## src/rtl/ahb_master_arbiter_pkg.sv

```systemverilog
// Shared AHB-Lite encodings and the owner type used by the two-master arbiter.
package ahb_master_arbiter_pkg;

  localparam logic [1:0] HTRANS_IDLE   = 2'b00;
  localparam logic [1:0] HTRANS_BUSY   = 2'b01;
  localparam logic [1:0] HTRANS_NONSEQ = 2'b10;
  localparam logic [1:0] HTRANS_SEQ    = 2'b11;

  localparam logic [2:0] HBURST_SINGLE = 3'b000;

  localparam logic HRESP_OKAY  = 1'b0;
  localparam logic HRESP_ERROR = 1'b1;

  typedef enum logic [1:0] {
    OWN_NONE = 2'd0,
    OWN_M0   = 2'd1,
    OWN_M1   = 2'd2
  } owner_e;

  // BUSY and IDLE never count as a request.
  function automatic logic is_req(input logic [1:0] htrans);
    return (htrans == HTRANS_NONSEQ) || (htrans == HTRANS_SEQ);
  endfunction

endpackage

```

## src/rtl/ahb_arb_req_buf.sv

```systemverilog
// One-entry request buffer holding a master's address phase that lost arbitration
// or arrived while the output slot was busy.
module ahb_arb_req_buf #(
  parameter int W = 41
) (
  input  logic         HCLK,
  input  logic         HRESETn,
  input  logic         load,
  input  logic         clear,
  input  logic [W-1:0] req_i,
  output logic         valid_o,
  output logic [W-1:0] req_o
);

  logic         valid_q, valid_d;
  logic [W-1:0] req_q, req_d;

  always_comb begin
    valid_d = valid_q;
    req_d   = req_q;
    if (clear) valid_d = 1'b0;
    if (load) begin
      valid_d = 1'b1;
      req_d   = req_i;
    end
  end

  always_ff @(posedge HCLK) begin
    if (!HRESETn) begin
      valid_q <= 1'b0;
      req_q   <= '0;
    end else begin
      valid_q <= valid_d;
      req_q   <= req_d;
    end
  end

  assign valid_o = valid_q;
  assign req_o   = req_q;

endmodule

```

## src/rtl/ahb_master_arbiter.sv

```systemverilog
// Two-master AHB-Lite arbiter: merges the fetch (M0) and load/store (M1) ports
// onto one registered bus address phase, issuing every beat as NONSEQ/SINGLE.
module ahb_master_arbiter
  import ahb_master_arbiter_pkg::*;
#(
  parameter int ADDR_WIDTH = 32,
  parameter int DATA_WIDTH = 32,
  parameter int RR_EN      = 1
) (
  input  logic                  HCLK,
  input  logic                  HRESETn,
  input  logic [ADDR_WIDTH-1:0] m0_haddr,
  input  logic [1:0]            m0_htrans,
  input  logic                  m0_hwrite,
  input  logic                  m0_hmastlock,
  input  logic [2:0]            m0_hsize,
  input  logic [2:0]            m0_hburst,
  input  logic [3:0]            m0_hprot,
  input  logic [DATA_WIDTH-1:0] m0_hwdata,
  output logic [DATA_WIDTH-1:0] m0_hrdata,
  output logic                  m0_hready,
  output logic                  m0_hresp,
  input  logic [ADDR_WIDTH-1:0] m1_haddr,
  input  logic [1:0]            m1_htrans,
  input  logic                  m1_hwrite,
  input  logic                  m1_hmastlock,
  input  logic [2:0]            m1_hsize,
  input  logic [2:0]            m1_hburst,
  input  logic [3:0]            m1_hprot,
  input  logic [DATA_WIDTH-1:0] m1_hwdata,
  output logic [DATA_WIDTH-1:0] m1_hrdata,
  output logic                  m1_hready,
  output logic                  m1_hresp,
  output logic [ADDR_WIDTH-1:0] s_haddr,
  output logic                  s_hwrite,
  output logic [1:0]            s_htrans,
  output logic [2:0]            s_hsize,
  output logic [2:0]            s_hburst,
  output logic [3:0]            s_hprot,
  output logic                  s_hmastlock,
  output logic [DATA_WIDTH-1:0] s_hwdata,
  input  logic [DATA_WIDTH-1:0] s_hrdata,
  input  logic                  s_hready,
  input  logic                  s_hresp
);

  // Request word layout: {addr, write, size[2:0], prot[3:0], lock}
  localparam int REQ_W = ADDR_WIDTH + 9;

  logic [REQ_W-1:0] req0, req1, pend0, pend1, sel_req, s_req_q, s_req_d;
  logic             cap0, cap1, pv0, pv1, el0, el1, slot_free;
  logic             load0, load1, clr0, clr1;
  logic [1:0]       s_htrans_q, s_htrans_d;
  owner_e           aowner_q, aowner_d, downer_q, downer_d;
  owner_e           last_q, last_d, lock_q, lock_d, win;
  logic             unused_ok;

  assign req0 = {m0_haddr, m0_hwrite, m0_hsize, m0_hprot, m0_hmastlock};
  assign req1 = {m1_haddr, m1_hwrite, m1_hsize, m1_hprot, m1_hmastlock};
  assign cap0 = m0_hready && is_req(m0_htrans);
  assign cap1 = m1_hready && is_req(m1_htrans);
  // Incoming burst types are dropped: every beat leaves as SINGLE.
  assign unused_ok = ^{m0_hburst, m1_hburst};

  ahb_arb_req_buf #(.W(REQ_W)) u_buf0 (
    .HCLK(HCLK), .HRESETn(HRESETn), .load(load0), .clear(clr0),
    .req_i(req0), .valid_o(pv0), .req_o(pend0)
  );
  ahb_arb_req_buf #(.W(REQ_W)) u_buf1 (
    .HCLK(HCLK), .HRESETn(HRESETn), .load(load1), .clear(clr1),
    .req_i(req1), .valid_o(pv1), .req_o(pend1)
  );

  always_comb begin
    slot_free = (s_htrans_q == HTRANS_IDLE) || s_hready;
    el0 = (pv0 || cap0) && (lock_q != OWN_M1);
    el1 = (pv1 || cap1) && (lock_q != OWN_M0);
    win = OWN_NONE;
    if (slot_free) begin
      if (el0 && el1) begin
        if (RR_EN != 0) win = (last_q == OWN_M1) ? OWN_M0 : OWN_M1;
        else            win = OWN_M1;
      end else if (el0) begin
        win = OWN_M0;
      end else if (el1) begin
        win = OWN_M1;
      end
    end
    sel_req = (win == OWN_M0) ? (pv0 ? pend0 : req0) : (pv1 ? pend1 : req1);
    load0 = cap0 && (win != OWN_M0);
    load1 = cap1 && (win != OWN_M1);
    clr0  = (win == OWN_M0);
    clr1  = (win == OWN_M1);
  end

  always_comb begin
    s_req_d    = s_req_q;
    s_htrans_d = s_htrans_q;
    aowner_d   = aowner_q;
    last_d     = last_q;
    lock_d     = lock_q;
    downer_d   = s_hready ? aowner_q : downer_q;
    if (slot_free) begin
      if (win != OWN_NONE) begin
        s_req_d    = sel_req;
        s_htrans_d = HTRANS_NONSEQ;
        aowner_d   = win;
        last_d     = win;
      end else begin
        s_htrans_d = HTRANS_IDLE;
        aowner_d   = OWN_NONE;
      end
    end
    // Lock is taken by issuing a locked beat and dropped once the owner shows an unlocked, accepted cycle.
    if (win != OWN_NONE && sel_req[0]) lock_d = win;
    else if (lock_q == OWN_M0 && m0_hready && !m0_hmastlock) lock_d = OWN_NONE;
    else if (lock_q == OWN_M1 && m1_hready && !m1_hmastlock) lock_d = OWN_NONE;
  end

  always_ff @(posedge HCLK) begin
    if (!HRESETn) begin
      s_req_q    <= '0;
      s_htrans_q <= HTRANS_IDLE;
      aowner_q   <= OWN_NONE;
      downer_q   <= OWN_NONE;
      last_q     <= OWN_M1;
      lock_q     <= OWN_NONE;
    end else begin
      s_req_q    <= s_req_d;
      s_htrans_q <= s_htrans_d;
      aowner_q   <= aowner_d;
      downer_q   <= downer_d;
      last_q     <= last_d;
      lock_q     <= lock_d;
    end
  end

  assign s_haddr     = s_req_q[REQ_W-1 -: ADDR_WIDTH];
  assign s_hwrite    = s_req_q[8];
  assign s_hsize     = s_req_q[7:5];
  assign s_hprot     = s_req_q[4:1];
  assign s_hmastlock = s_req_q[0];
  assign s_htrans    = s_htrans_q;
  assign s_hburst    = HBURST_SINGLE;

  always_comb begin
    s_hwdata  = '0;
    m0_hrdata = '0;
    m1_hrdata = '0;
    m0_hresp  = HRESP_OKAY;
    m1_hresp  = HRESP_OKAY;
    m0_hready = 1'b1;
    m1_hready = 1'b1;
    if (downer_q == OWN_M0) begin
      s_hwdata  = m0_hwdata;
      m0_hrdata = s_hrdata;
      m0_hresp  = s_hresp;
      m0_hready = s_hready;
    end else if (pv0 || aowner_q == OWN_M0) begin
      m0_hready = 1'b0;
    end
    if (downer_q == OWN_M1) begin
      s_hwdata  = m1_hwdata;
      m1_hrdata = s_hrdata;
      m1_hresp  = s_hresp;
      m1_hready = s_hready;
    end else if (pv1 || aowner_q == OWN_M1) begin
      m1_hready = 1'b0;
    end
  end

endmodule

```

## config.mk

```make
export PLATFORM = sky130hd
export DESIGN_NAME = ahb_master_arbiter
export DESIGN_NICKNAME = d
export VERILOG_FILES = /design/src/rtl/ahb_master_arbiter_pkg.sv /design/src/rtl/ahb_arb_req_buf.sv /design/src/rtl/ahb_master_arbiter.sv
export SDC_FILE = /design/constraint.sdc
export NUM_CORES = 1
export LEC_CHECK = 0
export BUFFER_PORTS_ARGS = -buffer_cell sky130_fd_sc_hd__buf_2
export CAP_MARGIN = 10
export CORE_MARGIN = 2
export CORE_UTILIZATION = 45
export DETAILED_ROUTE_END_ITERATION = 10
export PLACE_DENSITY = 0.78
export SYNTH_ARGS = -nofsm -noshare
export SYNTH_HDL_FRONTEND = slang
export SYNTH_SLANG_ARGS = --single-unit
```

## constraint.sdc

```tcl
create_clock -name HCLK -period 2.4 [get_ports HCLK]
set_input_delay 0.6 -clock HCLK [delete_from_list [all_inputs] [get_ports HCLK]]
set_output_delay 0.6 -clock HCLK [all_outputs]
set_load 0.05 [all_outputs]
```

==> flow_summary.json <==
{
  "areaGrowthSynthToFinish_pct": 39.8,
  "netlist_instances": 841,
  "grt_max_degree": 71,
  "numCtsBuffers": 17,
  "cts.htree.levels": 4,
  "hold_viol_final": 0,
  "grt_first_pass_wirelength_um": 39100,
  "start_kind": "register",
  "swShare_pct": 46.6,
  "synth_area_leaders": "dfxtp_1 (38%), mux2i_1 (12%), a21oi_1 (6.2%)",
  "cp_max_fo": 32,
  "portBuffers": 325,
  "cts.path.max_buffers": 2,
  "dr.pass1.iters": 6,
  "cts_tree": "done",
  "maxCapViolations": 0,
  "clock.fmax_mhz": 424,
  "dieArea_um2": 16900,
  "cpPeakStageDelay_ns": 0.38,
  "ios": 338,
  "cts.sinks": 134,
  "finalCritPeriodShare_pct": 98.3,
  "path_class": "reg2out",
  "drc_errors": 0,
  "comb_power_share_pct": 53.1,
  "register_area_um2": 2690,
  "endpoint_kind": "primary output",
  "wl_um": 27300,
  "synth_edf_count": 0,
  "r2r_slack_ns": 0.28,
  "drv_slew": 0,
  "core_um2": 15700,
  "grt_pass1_vias": 6893,
  "vdd_ir_drop_max_uv": 702,
  "syn_area_um2": 7140,
  "required_ns": 1.80,
  "crit_arrival_ns": 1.76,
  "layout-drive-gt1-share_pct": 36.2,
  "num_vias": 7732,
  "yosysMostFrequentCell": "dfxtp_1",
  "drt_iter0_drc": 624,
  "postRouteAntennaNets": 0,
  "grt_util_all_layers_pct": 30.5,
  "total_power_mw": 12.7,
  "period_needed_ns": 2.36,
  "power_leakage_nw": 4.42,
  "ys_ff_latch": 134,
  "yosys.area.top_type": "dfxtp_1",
  "switchingPower_mw": 5.93,
  "floorplan.initialDensity_pct": 45.4,
  "synth.top_cell.area_share_pct": 37.6,
  "syn_avg_cell_area_um2": 8.48,
  "yosysWarnings": 0,
  "vias_per_cell": 5.69,
  "dieWidth_um": 130,
  "yosysSeqAreaShare_pct": 37.6,
  "overflow": 0,
  "antenna_found_initial": 5,
  "clk_pin_slew_ns": 0.06,
  "synth_common_cells": "dfxtp_1 (134), nand2_1 (90), a21oi_1 (88)",
  "core.rowCount": 46,
  "multi_input_area_um2": 3950,
  "status": "complete, no violations",
  "wl_per_cell_um": 20.1,
  "power.internal_mw": 6.79,
  "ys_async_sr_fraction_pct": 0,
  "rsz0062_at_grt": "true",
  "placed_cells": 1321,
  "synth_ff_type": "dfxtp_1",
  "path_delay_family": "buffers and inverters",
  "n_fill_cell": 1321,
  "die_y_um": 130,
  "tns_ns": 0,
  "finalNonFillerCells": 1359,
  "cp_cell_sequence": "nor2b_4 > bufbuf_16 > a22o_1 > buf_12",
  "root_buffer": "clkbuf_16",
  "seqPwrFrac_pct": 25.7,
  "hold_path_class": "in2reg",
  "p_clk_share_pct": 21.2,
  "gp_congestion": 0.853,
  "p_per_area_nw_per_um2": 1280,
  "nets": 1319,
  "finalClockSkew_ns": 0.00911,
  "setup_viol": 0,
  "synth_cell_types": 48,
  "cp_slowest_cell": "dfxtp_2",
  "worstSkewPairLatency_ns": 0.42,
  "crit_buf_inv": 2,
  "place_hpwl_um": 19900
}
[logic make-up after synthesis]
group / synth area share, %
buf+inv: 7.29
mux: 11.7
other cells: 0.0526
simple gates: 19.1
compound gates: 24.3
flops: 37.6
[repair_timing]
action                                  in CTS  in global routing
hold buffers                                 0                  0
resized for setup                           28                  3
buffers inserted                             1                  0
endpoints found under the setup margin      74                 18
gates cloned                                 1                  1
[metrics by stage]
| step | util (%) | hold slack [ns] | setup slack [ns] | instance area [µm²] |
|---|---|---|---|---|
| 2_1_floorplan | - | 0.417 | 0.0571 | 7150 |
| 3_3_place_gp | 58.6 | 0.429 | 0.145 | 9210 |
| 3_5_place_dp | 58.6 | 0.449 | 0.120 | 9210 |
| 4_1_cts | 63.2 | 0.431 | 0.0361 | 9930 |
| 5_1_grt | 63.4 | 0.433 | -0.0322 | 9970 |
| 6_report | 63.5 | 0.439 | 0.0409 | 9970 |
[sequential cells by signal (all words and copies together) (netlist names)]
name	flops
aowner_q	2
downer_q	2
last_q	2
lock_q	2
s_htrans	1
s_req_q	41
u_buf0.req_o	41
u_buf0.valid_o	1
u_buf1.req_o	41
u_buf1.valid_o	1
[layout make-up]
type	count	area share (%)
flip-flops and latches	134	27.0
well taps	216	2.71
repair buffers	356	24.3
inverters	4	0.151
clock buffers	21	4.72
clock inverters	11	1.49
diodes	3	0.0753
multi-input cells	614	39.6
[worst paths after layout]
check	startpoint	to	depth (start not counted)
worst min-delay path	m0_haddr[6]	u_buf0.req_o[15]	3
worst min register to register	s_req_q[33]	s_req_q[33]	1
worst max register to register	downer_q[1]	s_req_q[20]	7
worst max-delay path	downer_q[1]	s_hwdata[8]	4
[cell usage in the layout, fill, tap and decap left out, types with 2 or more instances in the layout]
cell / instances
a21oi_1: 88
a22o_1: 31
a32o_1: 40
and2_1: 69
and2b_2: 2
buf_12: 32
buf_2: 278
buf_4: 41
bufinv_16: 3
clkbuf_16: 18
clkbuf_4: 3
clkbuf_8: 3
clkinv_2: 2
clkinv_4: 3
clkinvlp_4: 3
conb_1: 4
dfxtp_1: 130
dfxtp_2: 4
diode_2: 3
inv_1: 3
mux2i_1: 82
nand2_1: 90
nand3_1: 83
nor2_1: 8
nor2b_1: 3
nor3_1: 2
o21ai_0: 76
o21ai_1: 7
or2b_2: 3
[worst register-to-register path, delay by kind of cell, from the launching register on]
family                 cells  cell delay [ns]
AO/OA/AOI/OAI              3             0.99
buffers and inverters      2             0.39
flip-flops                 1             0.35
AND/OR/NAND/NOR            2             0.28
[routing by layer]
layer  track usage, %  wire length (µm)
met5                0                23
met4             11.6              1150
met3             6.64              2080
met2             53.4             13600
met1             36.8             10400
[power groups by stage]
stage | clock, mW | combinational, mW | sequential [mW]
floorplan | 0 | 3.65 | 4.38
finish | 2.70 | 6.75 | 3.27
detailed placement | 0 | 6.59 | 3.31
global placement | 0 | 6.51 | 3.27
CTS | 2.71 | 6.68 | 3.27
global route | 2.82 | 7.10 | 3.35
(Power assumes the default switching activity.)
